**src/rtl/ivd_assay_sequencer.sv**
```systemverilog
// rtl/ivd_assay_sequencer.sv - dispense/mix/read sequencer for the IVD mixer/detector channels
module ivd_assay_sequencer #(
    parameter int NUM_CH       = 6,
    parameter int DISPENSE_CYC = 16,
    parameter int MIX_CYC      = 64,
    parameter int SETTLE_CYC   = 4,
    parameter int TIMEOUT_CYC  = 255,
    parameter int DET_W        = 12
) (
    input  logic              clk,
    input  logic              rst,
    input  logic              start,
    input  logic              abort,
    output logic              busy,
    output logic              done,
    output logic [NUM_CH-1:0] valve_sample,
    output logic [NUM_CH-1:0] valve_reagent,
    output logic [2:0]        det_sel,
    input  logic              det_valid,
    input  logic [DET_W-1:0]  det_data,
    output logic              res_valid,
    input  logic              res_ready,
    output logic [2:0]        res_ch,
    output logic [DET_W-1:0]  res_data,
    output logic              res_timeout
);

    localparam int MAX_A   = (DISPENSE_CYC > MIX_CYC) ? DISPENSE_CYC : MIX_CYC;
    localparam int MAX_B   = (SETTLE_CYC > TIMEOUT_CYC) ? SETTLE_CYC : TIMEOUT_CYC;
    localparam int MAX_CYC = (MAX_A > MAX_B) ? MAX_A : MAX_B;
    localparam int CNT_W   = $clog2(MAX_CYC + 1);

    typedef enum logic [2:0] {
        S_IDLE,
        S_DISPENSE,
        S_MIX,
        S_SETTLE,
        S_WAIT_DET,
        S_EMIT,
        S_FINISH
    } state_t;

    state_t            state, state_nx;
    logic [CNT_W-1:0]  cnt, cnt_nx;
    logic [2:0]        ch, ch_nx;
    logic              capture;
    logic              timed_out;

    always_ff @(posedge clk) begin
        if (rst) begin
            state       <= S_IDLE;
            cnt         <= '0;
            ch          <= '0;
            det_sel     <= '0;
            res_ch      <= '0;
            res_data    <= '0;
            res_timeout <= 1'b0;
        end else begin
            state <= state_nx;
            cnt   <= cnt_nx;
            ch    <= ch_nx;
            // det_sel only moves on SETTLE entry so the settle window starts with it
            if (state_nx == S_SETTLE && state != S_SETTLE)
                det_sel <= ch_nx;
            if (capture) begin
                res_ch      <= ch;
                res_data    <= timed_out ? '0 : det_data;
                res_timeout <= timed_out;
            end
        end
    end

    always_comb begin
        state_nx  = state;
        cnt_nx    = cnt;
        ch_nx     = ch;
        capture   = 1'b0;
        timed_out = 1'b0;
        case (state)
            S_IDLE: begin
                if (start) begin
                    state_nx = S_DISPENSE;
                    ch_nx    = '0;
                    cnt_nx   = '0;
                end
            end
            S_DISPENSE: begin
                if (cnt == CNT_W'(DISPENSE_CYC - 1)) begin
                    cnt_nx = '0;
                    if (ch == 3'(NUM_CH - 1))
                        state_nx = S_MIX;
                    else
                        ch_nx = ch + 3'd1;
                end else begin
                    cnt_nx = cnt + CNT_W'(1);
                end
            end
            S_MIX: begin
                if (cnt == CNT_W'(MIX_CYC - 1)) begin
                    state_nx = S_SETTLE;
                    ch_nx    = '0;
                    cnt_nx   = '0;
                end else begin
                    cnt_nx = cnt + CNT_W'(1);
                end
            end
            S_SETTLE: begin
                if (cnt == CNT_W'(SETTLE_CYC - 1)) begin
                    state_nx = S_WAIT_DET;
                    cnt_nx   = '0;
                end else begin
                    cnt_nx = cnt + CNT_W'(1);
                end
            end
            S_WAIT_DET: begin
                // a sample on the last allowed cycle still wins over the timeout
                if (det_valid) begin
                    state_nx = S_EMIT;
                    capture  = 1'b1;
                    cnt_nx   = '0;
                end else if (cnt == CNT_W'(TIMEOUT_CYC - 1)) begin
                    state_nx  = S_EMIT;
                    capture   = 1'b1;
                    timed_out = 1'b1;
                    cnt_nx    = '0;
                end else begin
                    cnt_nx = cnt + CNT_W'(1);
                end
            end
            S_EMIT: begin
                if (res_ready) begin
                    cnt_nx = '0;
                    if (ch == 3'(NUM_CH - 1)) begin
                        state_nx = S_FINISH;
                    end else begin
                        state_nx = S_SETTLE;
                        ch_nx    = ch + 3'd1;
                    end
                end
            end
            S_FINISH: begin
                state_nx = S_IDLE;
                cnt_nx   = '0;
            end
            default: begin
                state_nx = S_IDLE;
                cnt_nx   = '0;
                ch_nx    = '0;
            end
        endcase

        if (abort && state != S_IDLE) begin
            state_nx  = S_IDLE;
            cnt_nx    = '0;
            ch_nx     = '0;
            capture   = 1'b0;
            timed_out = 1'b0;
        end
    end

    always_comb begin
        busy      = (state != S_IDLE);
        done      = (state == S_FINISH);
        res_valid = (state == S_EMIT);
        for (int i = 0; i < NUM_CH; i++) begin
            valve_sample[i]  = (state == S_DISPENSE) && (ch == 3'(i));
            valve_reagent[i] = (state == S_DISPENSE) && (ch == 3'(i));
        end
    end

endmodule

```
**config.mk**
```make
export PLATFORM = sky130hd
export DESIGN_NAME = ivd_assay_sequencer
export DESIGN_NICKNAME = d
export VERILOG_FILES = /design/src/rtl/ivd_assay_sequencer.sv
export SDC_FILE = /design/constraint.sdc
export NUM_CORES = 1
export LEC_CHECK = 0
export BUFFER_PORTS_ARGS = -buffer_cell sky130_fd_sc_hd__buf_2
export CAP_MARGIN = 10
export CORE_UTILIZATION = 52
export DETAILED_ROUTE_END_ITERATION = 10
export PLACE_DENSITY = 0.79
export SLEW_MARGIN = 20
export SYNTH_ARGS = -nofsm -noshare
export SYNTH_HDL_FRONTEND = slang
export SYNTH_SLANG_ARGS = --single-unit
```
**constraint.sdc**
```tcl
create_clock -name clk -period 2.89 [get_ports clk]
set_input_delay 0.578 -clock clk [delete_from_list [all_inputs] [get_ports clk]]
set_output_delay 0.578 -clock clk [all_outputs]
set_load 0.02 [all_outputs]
```
==> results.md <==
* Post CTS Setup Buffer Count at 0
* DRT iter0 DRCs at around 140
* H-tree depth at 2
* Worst Path Arrival at 2.69 ns
* Worst r2r path cells at 6
* Mapped Nets at around 270
* Start point of the critical path: cnt[1]$_SDFFE_PP0P_
* Max IR drop VDD at 336 µV
* Worst setup path category: reg2reg
* Cts repair resizes at 0
* Vias post-DR at about 2,000
* Quantity of I/O buffers inserted on ports at 51
* Worst hold path class: reg2reg
* Fraction of final layout cells sized beyond drive strength 1 at 25.2%
* Largest net degree at the start of global routing at 25
* Unrepaired setup endpoints after global routing: false
* Total congestion overflow at 0
* Initial cell density of the core at 56.2%
* Max-cap violations at 0
* Count of fill cells added during filler insertion at 325
* Routed Antenna Nets at 0
* Detailed-route DRC error count at 0
* Power per cell area at 453 nW/µm²
* Final setup violation count at 0
* Width of the die at 63.0 µm
* Average routed wire per standard cell at 14.5 µm
* I/O pins at 52
* Post-synth EDFFs at 0
* Area growth from synthesis to layout at 18.8%
* Count of hold-fix buffers inserted at cts at 0
* Maximum number of buffers from clock root to sink at 2
* Portion of the post-synthesis area used by sequential elements at 34.2%
* Top flip-flop cell by instance count after synthesis: dfxtp_1
* Wire length of the first global-routing pass at 8020 µm
* CTS buffer count at 5
* Full die area at 3970 µm²
* Critical register-to-register path startpoint: cnt[1]$_SDFFE_PP0P_
* Detailed placer's ending HPWL at 3490 µm
* Count of nets after finishing at 310
* Utilization after layout at between 60% and 70%
* PnR Total Power at 1.04 mW
* Outcome: finished clean
* Final Routed Wirelength at 4820 µm
* Mean cell area of the mapped netlist at roughly 8.0 µm²
* Clock tree from TritonCTS: built
* Number of placement rows at 21
* Global placer's final weighted congestion at 0.882
* Gr usage total at between 20% and 30%
* Synth Warn # at 0
* CP Capture Point: det_sel[2]$_SDFFE_PP0P_
* Reported leakage power at 0.970 nW
* Largest fanout of any net on the critical path at 6
* Category of the worst setup path capture point: flop
* Drt pass-1 iters at 5
* Cell area after layout at 2300 µm²
* Fmax at 396 MHz
* Startpoint type of the worst setup path: flop
* Per-cell via count in the routed design at about 6
* Post-route fraction of the period consumed by the critical path at 87.3%
* Synthesized instance count at between 200 and 250
* Clock transition time at the flip-flop clock pins of the worst setup and hold paths at 0.07 ns
* Post-synthesis sequential element count at 33
* Inserted Diodes at 0
* Clock sinks at 33
* Die height at 63.0 µm
* Reg-to-Reg End: det_sel[2]$_SDFFE_PP0P_
* Share of flip-flops with an asynchronous set or reset at 0%
* Post-synthesis cell area at 1930 µm²
* Number of distinct library cells after synthesis at 51
* CTS root buffer: clkbuf_8
* Synth cell count leaders: 33 x dfxtp_1, 33 x nor2_1, 15 x a21oi_1
* Slew at the pin closest to its max-slew limit at 0.677 ns
* Final count of hold timing violations at 0
* Vias in the first global route at 1,785
* Leading post-synthesis cells by cell area: dfxtp_1 34%, nor2_1 6.4%, a22oi_1 5.0%
* Core box area at between 3000 and 4000 µm²
* Setup Total Neg Slack at 0 ns
* Worst endpoint required time at 3.05 ns
* Worst-Skew Late Latency at 0.29 ns
* Post-placement cell area at 2180 µm²
* Antenna violations before repair at 0
* Register-to-Register Setup Slack at 0.37 ns
* Final worst clock skew at 0.00734 ns
* Top cell type by total area after synthesis: dfxtp_1
* Area fraction of the dominant cell type after synthesis at 34.2%
* Post-layout minimum cycle time at 2.52 ns
* Pins over their slew limit at 0
* Relative max-transition margin at 54.3%
-- layout make-up --
cell class	count	area [µm²]	area share [%]
multi-input cells	181	1140	49.6
repair buffers	56	293	12.7
flip-flops and latches	33	661	28.8
clock inverters	1	30.0	1.31
well taps	46	57.6	2.51
clock buffers	7	86.3	3.76
inverters	8	30.0	1.31
-- layout by cell type, fill, tap and decap left out, types with 4 or more instances in the layout --
cell / instances
xnor2_1: 4
nor2_1: 33
a22oi_1: 13
nor3b_1: 5
nand4_1: 6
ha_1: 7
a21oi_1: 15
clkbuf_8: 6
buf_4: 5
nand3_1: 10
nor2b_1: 5
and3_1: 5
o21ai_0: 12
dfxtp_1: 33
nor3_1: 6
buf_2: 51
nand2_1: 12
inv_1: 8
-- flip-flops by register name, summed over array words and instances (netlist names) --
register     count
res_timeout      1
det_sel          3
state            3
ch               3
res_data        12
res_ch           3
cnt              8
-- worst min path at each step --
stage | from | to | slack (ns) | depth (start not counted)
2_1_floorplan | ch[0]$_SDFF_PP0_ | res_ch[0]$_SDFFE_PP0P_ | 0.50 | 2
3_3_place_gp | res_ch[2]$_SDFFE_PP0P_ | res_ch[2]$_SDFFE_PP0P_ | 0.44 | 2
3_5_place_dp | res_ch[2]$_SDFFE_PP0P_ | res_ch[2]$_SDFFE_PP0P_ | 0.45 | 2
4_1_cts | res_ch[2]$_SDFFE_PP0P_ | res_ch[2]$_SDFFE_PP0P_ | 0.46 | 2
5_1_grt | res_ch[0]$_SDFFE_PP0P_ | res_ch[0]$_SDFFE_PP0P_ | 0.50 | 2
6_report | res_ch[2]$_SDFFE_PP0P_ | res_ch[2]$_SDFFE_PP0P_ | 0.46 | 2
-- where the power goes --
| group | switching (mW) | internal (mW) | total, mW |
|---|---|---|---|
| Clock | 0.167 | 0.281 | 0.448 |
| Sequential | 0.00783 | 0.459 | 0.467 |
| Combinational | 0.0784 | 0.0464 | 0.125 |
-- metal layers --
layer | vias to the layer above | wire length (µm) | part of all wire [%] | global-route usage [%]
li1 | 966 | - | - | -
met1 | 888 | 2170 | 45 | 32.9
met2 | 98 | 2160 | 45 | 40.9
met3 | 14 | 400 | 8.3 | 5.84
met4 | 0 | 81 | 1.7 | 9.88
met5 | - | 0 | 0 | 0
-- critical path, cell delays in order, from the launching register on --
cell and delay (ns):
dfxtp_1 0.41, ha_1 0.25, nand3_1 0.20, o41ai_1 0.68, nand3_1 0.28, a221oi_1 0.46
o211ai_1 0.12
-- logic make-up after synthesis --
| logic type | Yosys count | share of synthesized area (%) |
|---|---|---|
| and+or+nand+nor | 102 | 27.9 |
| AOI/OAI and AO/OA | 66 | 23.3 |
| DFF | 33 | 34.2 |
| buffers and inverters | 28 | 7.18 |
| adders and majority gates | 8 | 5.05 |
| xor gates and xnor gates | 4 | 1.81 |
| muxes | 1 | 0.582 |
-- stage by stage --
step                hold slack [ns]  setup WS [ns]  cells
global placement              0.441          0.551    324
global route                  0.499          0.176    332
finish                        0.456          0.366    332
floorplan                     0.499          0.779    242
detailed placement            0.448          0.486    324
CTS                           0.458          0.434    332
(Power assumes the default switching activity.)
